`config.mk`:
```
export PLATFORM = sky130hd
export DESIGN_NAME = decoder_rr_arbiter
export DESIGN_NICKNAME = d
export VERILOG_FILES = /design/src/rtl/decoder_rr_arbiter.sv
export SDC_FILE = /design/constraint.sdc
export NUM_CORES = 1
export LEC_CHECK = 0
export ABC_AREA = 1
export BUFFER_PORTS_ARGS = -buffer_cell sky130_fd_sc_hd__buf_4
export CAP_MARGIN = 20
export CELL_PAD_IN_SITES_DETAIL_PLACEMENT = 0
export CELL_PAD_IN_SITES_GLOBAL_PLACEMENT = 1
export CORE_ASPECT_RATIO = 1.4
export CORE_MARGIN = 5
export CORE_UTILIZATION = 43
export DETAILED_ROUTE_END_ITERATION = 12
export PLACE_DENSITY = 0.85
export SYNTH_ARGS = -nofsm -noshare
export SYNTH_HDL_FRONTEND = slang
export SYNTH_SLANG_ARGS = --single-unit
```
`constraint.sdc`:
```
create_clock -name clk -period 6.5 [get_ports clk]
set_clock_uncertainty 0.2 [all_clocks]
set_input_delay 0.325 -clock clk [delete_from_list [all_inputs] [get_ports clk]]
set_output_delay 0.325 -clock clk [all_outputs]
set_load 0.01 [all_outputs]
```
`src/rtl/decoder_rr_arbiter.sv`:
```
// -----------------------------------------------------------------------------
// decoder_rr_arbiter
//
// Round-robin arbiter that shares the eight output lines of one 3-to-8 decoder
// among eight requesters. The winner's index is driven onto the decoder
// selects, and the decoder enable is asserted while the grant lasts. Each grant
// is bounded by MAX_HOLD cycles. A one-cycle gap with the enable low separates
// any two grants, so two decoded lines are never active in consecutive cycles.
//
// Parameters
//   MAX_HOLD  maximum consecutive grant cycles per requester (0 = unlimited)
//   CNT_W     hold counter width; 2**CNT_W must exceed MAX_HOLD
//
// Ports
//   clk        in   rising-edge clock
//   rst        in   synchronous, active-high reset
//   en         in   arbiter enable; low blocks new grants and revokes the
//                   active one
//   req[7:0]   in   request vector, req[i] held high by requester i until done
//   dec_e      out  decoder enable (registered)
//   dec_a      out  decoder select MSB, grant_idx[2] (registered)
//   dec_b      out  decoder select, grant_idx[1] (registered)
//   dec_c      out  decoder select LSB, grant_idx[0] (registered)
//   grant_idx  out  index of the current or most recent grantee
//   expired    out  one-cycle pulse when a grant is revoked by the hold limit
// -----------------------------------------------------------------------------
module decoder_rr_arbiter #(
  parameter int MAX_HOLD = 4,
  parameter int CNT_W    = 4
) (
  input  logic       clk,
  input  logic       rst,
  input  logic       en,
  input  logic [7:0] req,
  output logic       dec_e,
  output logic       dec_a,
  output logic       dec_b,
  output logic       dec_c,
  output logic [2:0] grant_idx,
  output logic       expired
);

  typedef enum logic [1:0] {
    IDLE  = 2'd0,
    GRANT = 2'd1,
    GAP   = 2'd2
  } state_t;

  // Hold-counter value seen in the last permitted grant cycle. Unused when
  // MAX_HOLD is 0, but kept in range so the constant stays well defined.
  localparam logic [CNT_W-1:0] HOLD_LAST =
    (MAX_HOLD == 0) ? '0 : CNT_W'(MAX_HOLD - 1);

  state_t           state_q, state_d;
  logic             dec_e_q, dec_e_d;
  logic [2:0]       idx_q, idx_d;
  logic [2:0]       last_q, last_d;
  logic             expired_q, expired_d;
  logic [CNT_W-1:0] hold_q, hold_d;

  logic             pick_found;
  logic [2:0]       pick_idx;
  logic [2:0]       cand;

  // ---------------------------------------------------------------------------
  // Round-robin pick. Candidates are visited from lowest to highest priority
  // (last itself first, then last-1 down to last+1) so that a later, higher
  // priority hit overwrites an earlier one. The previous grantee therefore
  // only wins when it is the sole requester.
  // ---------------------------------------------------------------------------
  always_comb begin
    // NOTE: every combinational output gets a default before any branch so no
    // path leaves it unassigned, which would otherwise infer a latch.
    pick_found = 1'b0;
    pick_idx   = last_q;
    cand       = last_q;
    for (int off = 8; off >= 1; off--) begin
      cand = last_q + 3'(off);
      if (req[cand]) begin
        pick_found = 1'b1;
        pick_idx   = cand;
      end
    end
  end

  // ---------------------------------------------------------------------------
  // Next-state and next-output logic. dec_e_d is high exactly when the next
  // state is GRANT, so the registered enable tracks the grant with no extra
  // decoding on the output.
  // ---------------------------------------------------------------------------
  always_comb begin
    state_d   = state_q;
    dec_e_d   = 1'b0;
    idx_d     = idx_q;
    last_d    = last_q;
    expired_d = 1'b0;
    hold_d    = hold_q;

    unique case (state_q)
      IDLE, GAP: begin
        // A GAP cycle arbitrates exactly like IDLE; its only role is that the
        // enable was forced low for this one cycle.
        if (en && pick_found) begin
          state_d = GRANT;
          dec_e_d = 1'b1;
          idx_d   = pick_idx;
          last_d  = pick_idx;
          hold_d  = '0;
        end else begin
          state_d = IDLE;
        end
      end

      GRANT: begin
        if (!en || !req[idx_q]) begin
          // Voluntary release or enable drop: revoke without the expiry pulse.
          state_d = GAP;
        end else if ((MAX_HOLD != 0) && (hold_q == HOLD_LAST)) begin
          state_d   = GAP;
          expired_d = 1'b1;
        end else begin
          dec_e_d = 1'b1;
          hold_d  = hold_q + CNT_W'(1);
        end
      end

      default: begin
        state_d = IDLE;
      end
    endcase
  end

  // ---------------------------------------------------------------------------
  // State and output registers. Selects and grant_idx hold their value while
  // the enable is low; only dec_e gates the decoder.
  // ---------------------------------------------------------------------------
  always_ff @(posedge clk) begin
    // NOTE: non-blocking assignments so every flop samples the pre-edge value
    // of the others, regardless of statement order.
    if (rst) begin
      state_q   <= IDLE;
      dec_e_q   <= 1'b0;
      idx_q     <= 3'd0;
      last_q    <= 3'd7;  // makes index 0 the first winner after reset
      expired_q <= 1'b0;
      hold_q    <= '0;
    end else begin
      state_q   <= state_d;
      dec_e_q   <= dec_e_d;
      idx_q     <= idx_d;
      last_q    <= last_d;
      expired_q <= expired_d;
      hold_q    <= hold_d;
    end
  end

  assign dec_e     = dec_e_q;
  assign dec_a     = idx_q[2];
  assign dec_b     = idx_q[1];
  assign dec_c     = idx_q[0];
  assign grant_idx = idx_q;
  assign expired   = expired_q;

  // An expiry pulse always coincides with the gap cycle.
  a_expired_in_gap : assert property (
    @(posedge clk) disable iff (rst) expired |-> !dec_e
  );

  // The selects never move while a grant is being held.
  a_stable_select : assert property (
    @(posedge clk) disable iff (rst)
      (dec_e && $past(dec_e)) |-> (grant_idx == $past(grant_idx))
  );

endmodule

```
Word level (Yosys, flattened, before mapping)
Index checks and enable logic that the tools add are counted.
{"block": "classes", "add_sub_neg": 8, "n_lt_le_gt_ge": 9, "eq_ne": 7, "n_mux": 46, "bitwise": 1, "reduce_logical": 10}
{"cell": "$lt A3 B4 Y1 const B", "count": 9}
{"cell": "$bmux W1 S3", "count": 9}
{"cell": "$mux W1", "count": 22}
{"cell": "$mux W3", "count": 7}
{"cell": "$add A3 B3 Y3 const B", "count": 4}
{"cell": "$mux W4", "count": 3}
{"cell": "$pmux W4 S2", "count": 1}
{"cell": "$add A3 B2 Y3 const B", "count": 2}
{"cell": "$ne A2 B2 Y1 const B", "count": 3}
{"cell": "$add A4 B1 Y4 const B", "count": 1}
{"cell": "$eq A4 B2 Y1 const B", "count": 1}
{"cell": "$mux W2", "count": 2}
{"cell": "$pmux W2 S2", "count": 1}
{"cell": "$reduce_and A4 Y1", "count": 1}
{"cell": "$add A3 B1 Y3 const B", "count": 1}
{"cell": "$ne A3 B3 Y1 const B", "count": 1}
{"cell": "$reduce_or A3 Y1", "count": 1}
{"cell": "$eq A2 B1 Y1 const B", "count": 1}
{"cell": "$eq A2 B2 Y1 const B", "count": 1}
{"cell": "$logic_not A1 Y1", "count": 2}
{"cell": "$logic_not A2 Y1", "count": 1}
{"cell": "$pmux W1 S2", "count": 1}
{"cell": "$reduce_and A2 Y1", "count": 1}
{"cell": "$reduce_bool A2 Y1", "count": 1}
{"cell": "other kinds (4)", "count": 4}
{"block": "totals", "ff_bits": 14, "inputBits": 11, "output_inout_bits": 8, "word_cells": 87}

Longest topological paths before layout
{"block": "depth", "ltp_word": 13, "mapped_depth": 17}

Worst setup path before layout
No wires, ideal clock.
{"block": "synth_path", "kind": "register to register", "from": "register last_q[0]", "to": "register last_q[2]", "arrival_ns": 2.069, "setup_slack_ns": 4.105, "stages_incl_launch_ff": 16, "path_cell_list": "dfxtp_1 -> buf_6 -> inv_2 -> buf_8 -> ha_1 -> inv_2 -> nand3_1 -> nand3_2 -> nand2_2 -> nor2_4 -> nand4_4 -> o21bai_4 -> buf_6 -> nor2_1 -> nand2_1 -> o211ai_1"}
{"block": "synth_between", "elab_chain_len": 12, "word_cells_on_any_way": 40, "classes_between": "add/sub (7); mux (31); reduce/logical (2)"}
{"element": "start: declaration", "line": "57", "source": "logic [2:0] last_q, last_d;"}
{"element": "start signal: assignment", "line": "151", "source": "last_q <= last_d;"}
{"element": "$add A3 B3 Y3 / $bmux W1 S3 (equally long branches)", "line": "78, 79"}
{"element": "$bmux W1 S3 / $mux W1 (equally long branches)", "line": "79", "source": "if (req[cand]) begin"}
{"element": "$mux W1 (not written as such)", "line": "79"}
{"element": "$mux W1 (7 in series)", "line": "79"}
{"element": "$logic_and A1 B1 Y1", "line": "103", "source": "if (en && pick_found) begin"}
{"element": "$reduce_and A2 Y1 (no line)"}
Several ways; a longest one is shown, not always the timed one. The select of a mux whose other input is x is not followed.
A chain may end at the register's enable or synchronous reset.

Worst setup path after layout
{"block": "layout_path", "from": "register last_q[0]", "to": "register hold_q[0]"}
{"block": "layout_between", "elab_chain_len": 13, "word_cells_on_any_way": 34, "classes_between": "add/sub (7); eq/ne (1); mux (24); reduce/logical (2)"}
{"element": "$add A3 B3 Y3 / $bmux W1 S3 (equally long branches)", "line": "78, 79"}
{"element": "$bmux W1 S3 / $mux W1 (equally long branches)", "line": "79"}
{"element": "$mux W1 (not written as such)", "line": "79"}
{"element": "$mux W1 (6 in series)", "line": "79"}
{"element": "$mux W1 *", "line": "79"}
{"element": "$logic_and A1 B1 Y1 *", "line": "103"}
{"element": "$ne A2 B2 Y1 (no line) *"}
{"element": "$reduce_and A4 Y1 (no line) *"}
{"element": "end signal: assignment", "line": "153", "source": "hold_q <= hold_d;"}
{"element": "end: declaration", "line": "59", "source": "logic [CNT_W-1:0] hold_q, hold_d;"}
Mark *: on every way between the ends. The rest lies on a longest branch, timed or not. The select of a mux whose other input is x is not followed.

==> results.tsv <==
stage	metric	value	unit
synth	syn_area_per_cell	6.58	µm²
setup_path	Crit Path Class	flop to flop	
power_and_ir_drop	clock share of power	12.2	%
place	hpwl dp	2.96	mm
clock_network	clock-pin slew of the registers on the worst-case setup and hold paths	0.06	ns
synth	Syn Nets	219	
run_status	status	complete, no violations	
cells_and_area	share of cells above drive strength 1	25.7	%
clock_network	CTS H-tree lvls	1	
timing	# setup viols final	0	
cells_and_area	Fill cells	342	
global_route	initial antenna violation count	0	
clock_network	TritonCTS sink count	14	
run	maxcap violations	0	
clock_network	Skew-Pair Late Insertion Delay	0.24	ns
timing	period utilization	44.1	%
synth	register bit total from synthesis	14	
min_path	hold crit path type	input port to flop	
timing	max-slew violations	0	
detailed_routing	DRT Pass-1 Iters	4	
synth	number of synthesized flops with an enable pin	0	
setup_path	CP Capture Type	flop	
die	die height	76.3	µm
die	core footprint	3060	µm²
setup_path	Critical Path RT	6.49	ns
power_and_ir_drop	power density cells	447	nW/µm²
place	I/O Buffers	18	
synth	synth warn	0	
cells_and_area	Final #Nets	233	
cells_and_area	ANT cells	0	
die	# IOs	19	
place	GP Congestion	1.00	
timing	Sum Neg Setup Slack	0	ns
clock_network	cells resized by post-CTS repair	0	
timing	Final Hold Vio Count	0	
synth	Yosys cell types	27	
clock_network	CTS Buffer Depth	2	
synth	Mapped Area	1350	µm²
clock_network	Setup Fix Bufs, Post-CTS	0	
global_route	number of global-route vias before repair	1362	
timing	Max transition margin	68.0	%
power_and_ir_drop	switching pwr	0.000355	W
die	Rows	24	
setup_path	crit start category	flop	
power_and_ir_drop	sw frac	52.7	%
clock_network	CTS tree	done	
timing	Tightest Pin Transition	0.480	ns
timing	crit path time final	2.86	ns
cells_and_area	multi-input logic area	902	µm²
detailed_routing	post-DR vias/cell	5.21	
cells_and_area	Storage cell area	280	µm²
die	Die Wd	57.3	µm
place	placed cell area	1450	µm²
power_and_ir_drop	IR drop worst, VDD	0.000220	V
clock_network	cts hold-fix bufs	0	
timing	Max Clock Freq	349	MHz
setup_path	Worst Path Arrival	2.85	ns
cells_and_area	area grow syn2layout	11.9	%
clock_network	CTS Buf Count	3	
power_and_ir_drop	Int Power	0.000319	W
setup_path	critical path fanouts, max	11	
power_and_ir_drop	LEAKAGE	0.754	nW
synth	ys async rst share	0	%
detailed_routing	routed vias	1340	
clock_network	Root Buffer	clkbuf_8	
global_route	grt ovf	0	
cells_and_area	Final Instance Area	1510	µm²
timing	unrepaired setup endpoints after global routing	no	
power_and_ir_drop	Flop pwr share	19.3	%
global_route	first-pass GRT wire length	5.55	mm
global_route	Tot GR Track Use	16.1	%
die	Initial Utilization	44.0	%
detailed_routing	DR WL/cell	13.4	µm
synth	post-synthesis sequential area ratio	20.8	%
detailed_routing	Total Wirelength	3.45	mm
die	die area	4370	µm²
power_and_ir_drop	Comb pwr share	68.4	%
detailed_routing	drt drc	0	
synth	top_reg_cell synth	dfxtp_1	
global_route	largest net degree at the start of global routing	12	
synth	Post-Synthesis Cells	205	
detailed_routing	post-route ant nets	0	
detailed_routing	Starting DRT DRC Count	29	
power_and_ir_drop	total power	0.000674	W
==> critical path, stage by stage (launching register included) <==
cell      delay (ns)
dfxtp_1         0.51
inv_2           0.21
ha_1            0.45
inv_2           0.16
nand3_1         0.13
nand3_1         0.13
nand2_1         0.13
inv_2           0.09
nand3_2         0.11
o21bai_4        0.28
nand2_1         0.15
nor2_1          0.15
nand2_1         0.06
nand2_1         0.06
==> layout by cell type (no fill, tap or decap) <==
master    count
clkbuf_8      4
nor3_1        1
dfxtp_1      14
buf_4        18
and2_4        1
nand3_1      28
xor2_1        3
o211ai_1      3
nand2_1      54
inv_2         4
nand2_2       8
nand2_4       3
a21oi_1      13
o22ai_1       1
o21bai_4      1
inv_4         2
nand3_2      13
nand4_4       1
nor2_4        1
xnor2_1       3
o221ai_1      1
o21ai_0       4
inv_1        16
ha_1          3
nor2_1       18
==> through the flow <==
step	cells	hold slack (ns)	setup slack, ns	util, %
2_1_floorplan	205	0.242	4.10	-
3_3_place_gp	253	0.262	3.72	47.5
3_5_place_dp	253	0.276	3.67	47.5
4_1_cts	257	0.125	3.66	49.3
5_1_grt	257	0.149	3.34	49.3
6_report	257	0.131	3.64	49.3
==> synth_stat cells, types with 2 or more instances <==
| cell | count | area, µm² |
|---|---|---|
| nand2_2 | 8 | 50.1 |
| nor2_1 | 18 | 67.6 |
| buf_4 | 5 | 37.5 |
| inv_1 | 16 | 60.1 |
| inv_2 | 4 | 15.0 |
| nand3_1 | 28 | 140 |
| nand2_1 | 54 | 203 |
| dfxtp_1 | 14 | 280 |
| xor2_1 | 3 | 26.3 |
| xnor2_1 | 3 | 26.3 |
| nand2_4 | 3 | 33.8 |
| o21ai_0 | 4 | 20.0 |
| nand3_2 | 13 | 130 |
| buf_6 | 2 | 22.5 |
| a21oi_1 | 13 | 65.1 |
| ha_1 | 3 | 37.5 |
| inv_4 | 2 | 12.5 |
| o211ai_1 | 3 | 22.5 |
==> path summary, 6_finish.rpt <==
kind / cells after the start / slack, ns / endpoint / startpoint
max: 13 / 3.64 / hold_q[0] / last_q[0]
min reg2reg: 2 / 0.29 / hold_q[1] / hold_q[1]
min: 2 / 0.13 / grant_idx[2] / rst
max reg2reg: 13 / 3.64 / hold_q[0] / last_q[0]
==> sequential cells by signal, summed over array words and instances (netlist names) <==
register	flops
expired	1
state_q	2
last_q	3
hold_q	4
dec_e	1
grant_idx	3
==> cells by family after synthesis <==
| logic type | share of synthesized area (%) |
|---|---|
| AOI/OAI and AO/OA | 10.5 |
| xor gates and xnor gates | 3.90 |
| adders and majority gates | 2.78 |
| buffers and inverters | 12.3 |
| DFF | 20.8 |
| and+or+nand+nor | 49.7 |
==> layout make-up <==
class                           instances  area share (%)
Timing Repair Buffer                   18            8.96
Tap cell                               39            3.23
Sequential cell                        14            18.6
Clock buffer                            4            3.65
Multi-Input combinational cell        160            59.8
Inverter                               22            5.80
==> power by group through the flow <==
stage          sequential [W]  clock [W]  combinational (W)
4_1_cts              0.000131  0.0000865           0.000461
6_report             0.000130  0.0000825           0.000462
3_5_place_dp         0.000133          0           0.000459
3_3_place_gp         0.000132          0           0.000456
2_1_floorplan        0.000118          0           0.000388
5_1_grt              0.000135  0.0000884           0.000511
==> metal layers <==
metal / track usage (%) / vias to the layer above / wire, µm
met1: 14.2 / 610 / 1280
met3: 1.86 / 16 / 53
met2: 31.4 / 23 / 1940
met4: 12.1 / 0 / 184
met5: 0 / - / 0
li1: - / 691 / -
(Power assumes the default switching activity.)
